<file path="config.mk">
export PLATFORM = sky130hd
export DESIGN_NAME = pwm
export DESIGN_NICKNAME = d
export VERILOG_FILES = /design/src/rtl/pwm.sv
export SDC_FILE = /design/constraint.sdc
export NUM_CORES = 1
export LEC_CHECK = 0
export CORE_MARGIN = 2
export CORE_UTILIZATION = 40
export CTS_CLUSTER_DIAMETER = 120
export DETAILED_ROUTE_END_ITERATION = 16
export GPL_TIMING_DRIVEN = 0
export HOLD_SLACK_MARGIN = 0.15
export SYNTH_ARGS = -nofsm -noshare
export SYNTH_HDL_FRONTEND = slang
export SYNTH_SLANG_ARGS = --single-unit
</file>
<file path="constraint.sdc">
create_clock -name clk -period 3.9 [get_ports clk]
set_input_delay 0.78 -clock clk [delete_from_list [all_inputs] [get_ports clk]]
set_output_delay 0.78 -clock clk [all_outputs]
set_load 0.005 [all_outputs]
</file>
<file path="src/rtl/pwm.sv">
// pwm: duty-adjustable PWM generator with synchronized pushbutton step inputs
//   params: PERIOD (clk cycles per PWM period), DUTY_INIT (high cycles after reset)
//   ports : clk, rst (sync, active-high), increase_duty / decrease_duty (async levels),
//           PWM_OUT (registered waveform, high for the first duty_act cycles of each period)
module pwm #(
  parameter int PERIOD    = 10,
  parameter int DUTY_INIT = 5
) (
  input  logic clk,
  input  logic rst,
  input  logic increase_duty,
  input  logic decrease_duty,
  output logic PWM_OUT
);
  localparam int CW = $clog2(PERIOD);
  localparam int DW = $clog2(PERIOD + 1);
  logic [2:0]    inc_s, dec_s;
  logic          inc_p, dec_p, wrap;
  logic [CW-1:0] cnt;
  logic [DW-1:0] duty, duty_act, duty_nxt;
  // bit0 = s1, bit1 = s2 (synchronized level), bit2 = s3 (history for edge detect)
  assign inc_p = inc_s[1] & ~inc_s[2];
  assign dec_p = dec_s[1] & ~dec_s[2];
  assign wrap  = cnt == CW'(PERIOD - 1);
  always_comb
    duty_nxt = (inc_p & ~dec_p & (duty != DW'(PERIOD))) ? duty + 1'b1 :
               (dec_p & ~inc_p & (duty != '0))          ? duty - 1'b1 : duty;
  always_ff @(posedge clk)
    if (rst) begin
      inc_s    <= '0;
      dec_s    <= '0;
      cnt      <= '0;
      duty     <= DW'(DUTY_INIT);
      duty_act <= DW'(DUTY_INIT);
      PWM_OUT  <= 1'b0;
    end else begin
      inc_s    <= {inc_s[1:0], increase_duty};
      dec_s    <= {dec_s[1:0], decrease_duty};
      cnt      <= wrap ? '0 : cnt + 1'b1;
      duty     <= duty_nxt;
      // duty only takes effect at a period boundary so no period is cut short
      duty_act <= wrap ? duty : duty_act;
      PWM_OUT  <= DW'(cnt) < duty_act;
    end
endmodule

</file>
==> qor.yml, run 1 <==
timing:
  slew_violations: 0
  fmax_ghz: 0.4445
  period_share_pct: 57.69
  tns_ps: 0
  fin_crit_ps: 2250
  max_slew.worst_pin.slew_ps: 484.7
  timing.slew.headroom_pct: 67.57
  grt_setup_unrepaired: "no"
  skew_ps: 7.260
  setup_violations: 0
  hold_violations: 0
clock_network:
  cts_tree: "yes"
  cts_buffer_depth: 2
  cts_hold_buf: 0
  clock-sinks: 19
  clk_pin_slew_ps: 100
  h-tree-depth: 1
  cts_resized: 0
  cts_setup_buffers: 0
  cts-root-buf: "clkbuf_4"
  clk-insertion-delay-late_ps: 300
  numCtsBuffers: 3
yosys:
  synth_warnings: 0
  ys_seq_area_share_pct: 42.16
  synth-edff-count: 0
  synth_area_leaders: "dfxtp_1, ha_1, nand2_1"
  avgSynthCellArea_sq_um: 9.597
  ys.flop_type: "dfxtp_1"
  syn_area_sq_um: 902.1
  yosysTopAreaCell: "dfxtp_1"
  ys_seq_elements: 19
  synthTopCellsByCount: "dfxtp_1, nand2_1, ha_1"
  yosysMostFrequentCell: "dfxtp_1"
  ys_async_sr_fraction_pct: 0
  synth_nets: 106
  synth_cell_types: 27
  netlist_instances: 94
  synth_top_area_share_pct: 42.16
drt:
  wire_per_inst_microns: 10.81
  drt-initial-drc-count: 4
  dr.pass1.iters: 4
  num_vias: 619
  drcViolationCount: 0
  ant_nets: 0
  routed_wl_mm: 1.394
  viasPerCell: 4.798
worst_setup_path:
  cp_data_arrival_time_ps: 2430
  path_cells: "nor2_1 -> a311o_1 -> ha_1 -> a21oi_1 -> a211o_1 -> a22oi_2 -> xnor2_1 -> nor2_1"
  cp_common_cell: "nor2_1"
  cp-end-kind: "flop"
  cpPeakStageDelay_ps: 490
  worstPathRequired_ps: 4080
  cp-start-kind: "flop"
  cp_num_buf_inv: 0
  reg2regPathDepth: 8
  slowest_stage: "dfxtp_1"
  critPathMaxFanout: 6
  rrSetupSlack_ps: 1650
  cp_top_family: "compound AO/OA/AOI/OAI gates"
  critPathKind: "reg2reg"
  cp.depth: 8
floorplan:
  rows: 17
  die_w_microns: 51.49
  die_area_sq_um: 2651
  core_area_sq_um: 2170
  pin_count: 5
  start_util_pct: 41.58
  die_h_microns: 51.49
worst_hold_path:
  hp-class: "reg2reg"
  min_path_cells: 1
power:
  powerDensity_nw_per_um2: 367.2
  peakVddDrop_uv: 329.5
  cellLeakagePower_nw: 0.4135
global_route:
  grt_pass1_vias: 586
  overflow: 0
  grt_usage_pct: 12.39
  grt_max_degree: 12
  antenna_found_initial: 0
  grt_pass1_wl_mm: 2.470
layout:
  fillers: 230
  antenna_cells: 0
  regArea_sq_um: 380.4
  multi_input_area_sq_um: 491.7
  drive_above_1_share_pct: 9.901
  area_growth_pct: 10.26
  nets: 114
  final_cell_area_sq_um: 994.7
placement:
  io_buffer_count: 3
  place.gp.congestion: 0.7748
  dp_hpwl_mm: 1.077
  placed_cell_area_sq_um: 967.2
job:
  drv_cap: 0
outcome:
  run_status: "finished, final reports clean"
[power breakdown]
part,switching (mW),leakage [nW],internal (mW),total [mW]
logic,0.0240,0.240,0.0267,0.0506
clock network,0.0619,0.0177,0.0382,0.100
registers,0.0108,0.156,0.204,0.215
total,0.0966,0.413,0.269,0.365
[cells in the final DEF (no fill, tap or decap), types with 3 or more instances in the layout]
| cell | count |
|---|---|
| dfxtp_1 | 19 |
| nand2_1 | 11 |
| ha_1 | 7 |
| inv_1 | 6 |
| nor2_1 | 6 |
| nor2b_1 | 6 |
| a21oi_1 | 5 |
| xnor2_1 | 4 |
| nor3_1 | 3 |
| mux2i_1 | 3 |
| clkbuf_4 | 3 |
| clkdlybuf4s50_1 | 3 |
[cells by family (layout without fill, tap and decap cells)]
group / Yosys count / in the layout / share of synthesized area (%)
xor gates and xnor gates: 6 / 6 / 5.825
adders and majority gates: 8 / 8 / 11.93
buffers and inverters: 8 / 15 / 3.329
AOI/OAI and AO/OA: 14 / 14 / 11.65
DFF: 19 / 19 / 42.16
muxes: 3 / 3 / 3.329
and+or+nand+nor: 36 / 36 / 21.77
[state kept, by name, summed over array words and instances (netlist names)]
| name | count |
|---|---|
| cnt | 4 |
| duty | 4 |
| duty_act | 4 |
| dec_s | 3 |
| inc_s | 3 |
| PWM_OUT | 1 |
[area by class of cell]
| class | count | area share [%] |
|---|---|---|
| Multi-Input combinational cell | 67 | 49.43 |
| Sequential cell | 19 | 38.24 |
| Tap cell | 28 | 3.522 |
| Timing Repair Buffer | 3 | 3.019 |
| Clock buffer | 3 | 2.264 |
| Inverter | 6 | 2.264 |
| Buffer | 2 | 0.7547 |
| Clock inverter | 1 | 0.5031 |
[worst reg2reg max path, stage by stage, from the launching register on]
cell	delay, ps
dfxtp_1	490
nor2_1	140
a311o_1	420
ha_1	370
a21oi_1	90
a211o_1	300
a22oi_2	160
xnor2_1	130
nor2_1	50
[routing by layer]
metal / track usage, % / wire, microns / vias up
met5: 0 / 0 / -
met4: 2.632 / 12 / 0
met3: 4.310 / 36 / 2
met2: 20.73 / 651 / 7
met1: 15.40 / 693 / 281
li1: - / - / 329
[through the flow]
step | power [mW] | utilization (%) | cells | hold slack [ps] | worst slack, ps
floorplan | 0.2570 | - | 94 | 413.8 | 1826
global placement | 0.2681 | 44.58 | 125 | 421.7 | 1680
detailed placement | 0.2706 | 44.58 | 125 | 425.1 | 1633
CTS | 0.3700 | 45.85 | 129 | 450.1 | 1617
global route | 0.3851 | 45.85 | 129 | 478.4 | 1473
finish | 0.3653 | 45.85 | 129 | 447.6 | 1650
[worst paths after layout]
path	start	to
min	inc_s[0]$_SDFF_PP0_	inc_s[1]$_SDFF_PP0_
max	duty[0]$_SDFFE_PP1P_	duty[3]$_SDFFE_PP0P_
min reg2reg	inc_s[0]$_SDFF_PP0_	inc_s[1]$_SDFF_PP0_
max reg2reg	duty[0]$_SDFFE_PP1P_	duty[3]$_SDFFE_PP0P_
(Power assumes the default switching activity.)
==> run 2, diff against run 1 <==
Clock period 3.9 ns to 2.3 ns, I/O delays scaled along.
==> qor.yml, run 2 (synthesis results as in run 1) <==
floorplan:
  rows: 17  # unchanged
  die_area_sq_um: 2651  # unchanged
  core_area_sq_um: 2170  # unchanged
  die_h_microns: 51.49  # unchanged
  pin_count: 5  # unchanged
  start_util_pct: 41.58  # unchanged
  die_w_microns: 51.49  # unchanged
drt:
  drcViolationCount: 0  # unchanged
  routed_wl_mm: 1.387  # was 1.394 mm
  dr.pass1.iters: 3  # was 4
  wire_per_inst_microns: 10.75  # was 10.81 microns
  ant_nets: 0  # unchanged
  drt-initial-drc-count: 4  # unchanged
  viasPerCell: 4.814  # was 4.798
  num_vias: 621  # was 619
worst_hold_path:
  hp-start: "inc_s[0]$_SDFF_PP0_"  # unchanged
  min_path_cells: 1  # unchanged
  hold_path_end: "inc_s[1]$_SDFF_PP0_"  # unchanged
  hp-class: "reg2reg"  # unchanged
power:
  cellLeakagePower_nw: 0.4143  # was 0.4135 nW
  power_uw: 623.4  # was 365.3 uW
  powerDensity_nw_per_um2: 618.1  # was 367.2 nW/um^2
  peakVddDrop_uv: 537.1  # was 329.5 uV
worst_setup_path:
  r2r-start: "duty[2]$_SDFFE_PP1P_"  # was duty[0]$_SDFFE_PP1P_
  cp-end-kind: "flop"  # unchanged
  critPathMaxFanout: 4  # was 6
  cp-start-kind: "flop"  # unchanged
  reg2reg_to: "duty[3]$_SDFFE_PP0P_"  # unchanged
  reg2regPathDepth: 8  # unchanged
  worstPathRequired_ps: 2480  # was 4080 ps
  critPathKind: "reg2reg"  # unchanged
  cp_data_arrival_time_ps: 2330  # was 2430 ps
  rrSetupSlack_ps: 160  # was 1650 ps
global_route:
  grt_usage_pct: 12.39  # unchanged
  overflow: 0  # unchanged
  grt_pass1_vias: 586  # unchanged
  antenna_found_initial: 0  # unchanged
  grt_pass1_wl_mm: 2.470  # unchanged
  grt_max_degree: 12  # unchanged
placement:
  dp_cells: 125  # unchanged
  dp_slack_ps: 33.18  # was 1633 ps
  io_buffer_count: 3  # unchanged
  dp_hpwl_mm: 1.077  # unchanged
  placed_cell_area_sq_um: 967.2  # unchanged
  place.gp.congestion: 0.7748  # unchanged
job:
  drv_cap: 0  # unchanged
layout:
  area_growth_pct: 11.79  # was 10.26%
  final_cell_area_sq_um: 1008  # was 994.7 sq um
  stdcell_count: 129  # unchanged
  nets: 114  # unchanged
  final_common_cell: "dfxtp_1"  # unchanged
  drive_above_1_share_pct: 11.88  # was 9.901%
  finalCoreUtilization_pct: 46.48  # was 45.85%
  top_regs: "cnt: 4 flops, duty: 4 flops, duty_act: 4 flops"  # unchanged
  final_cell_mix: "dfxtp_1, nand2_1"  # was dfxtp_1, nand2_1, ha_1
  antenna_cells: 0  # unchanged
clock_network:
  clk_pin_slew_ps: 100  # about the same
  cts_buffer_depth: 2  # unchanged
  cts-root-buf: "clkbuf_4"  # unchanged
  clock-sinks: 19  # unchanged
  clk-insertion-delay-late_ps: 300  # about the same
  h-tree-depth: 1  # unchanged
  cts_hold_buf: 0  # unchanged
  cts_tree: "yes"  # unchanged
  cts_setup_buffers: 0  # unchanged
  numCtsBuffers: 3  # unchanged
timing:
  fin_crit_ps: 2145  # was 2250 ps
  period_share_pct: 93.24  # was 57.69%
  timing.slew.headroom_pct: 67.57  # about the same
  skew_ps: 8.069  # was 7.260 ps
  hold_violations: 0  # unchanged
  setup_violations: 0  # unchanged
  slew_violations: 0  # unchanged
  fmax_ghz: 0.4663  # was 0.4445 GHz
  layout_setup_ws_ps: 155.5  # was 1650 ps
  grt_setup_unrepaired: "no"  # unchanged
  tns_ps: 0  # unchanged
  worst_hold_slack_ps: 447.3  # was 447.6 ps
  max_slew.worst_pin.slew_ps: 484.6  # was 484.7 ps
outcome:
  run_status: "finished, final reports clean"  # unchanged
[run 2: cell count changes in the layout (fill, tap and decap cells not counted)]
cell / change
dfxtp_1: -1
dfxtp_2: +1
ha_1: -1
ha_4: +1
[run 2: final cells by class]
type                            instances  area, sq um
Timing Repair Buffer                    3        30.03
Sequential cell                        19        381.6
Tap cell                               28        35.03
Buffer                                  2        7.507
Fill cell                             229         1161
Clock buffer                            3        22.52
Clock inverter                          1        5.005
Multi-Input combinational cell         67        504.2
Inverter                                6        22.52
[run 2: power breakdown]
group          internal, mW  leakage (nW)  switching [mW]
clock                0.0648        0.0177           0.104
sequential            0.346         0.155          0.0193
combinational        0.0485         0.241          0.0405
total                 0.459         0.414           0.164
[run 2: worst max-delay path by stage]
stage / startpoint / to / slack [ps]
CTS: duty[0]$_SDFFE_PP1P_ / duty[3]$_SDFFE_PP0P_ / 20
global placement: duty[0]$_SDFFE_PP1P_ / duty[3]$_SDFFE_PP0P_ / 80
detailed placement: duty[0]$_SDFFE_PP1P_ / duty[3]$_SDFFE_PP0P_ / 30
floorplan: duty[0]$_SDFFE_PP1P_ / duty[3]$_SDFFE_PP0P_ / 230
global route: duty[2]$_SDFFE_PP1P_ / duty[3]$_SDFFE_PP0P_ / 10
finish: duty[2]$_SDFFE_PP1P_ / duty[3]$_SDFFE_PP0P_ / 160
[run 2: critical path: stages (launching register included)]
cell and delay [ps]:
dfxtp_1 450, nor2_1 130, a311o_1 440, ha_4 310
a21oi_1 60, a211o_1 300, a22oi_2 160, xnor2_1 130
nor2_1 50
[run 2: routing by layer]
layer	wire length [microns]	track usage, %
met1	695	15.40
met2	644	20.73
met3	35	4.310
met4	12	2.632
met5	0	0
[run 2: repair_timing]
item	CTS	global route
endpoints found under the hold margin	0	0
endpoints found under the setup margin	0	1
resized for setup	0	2
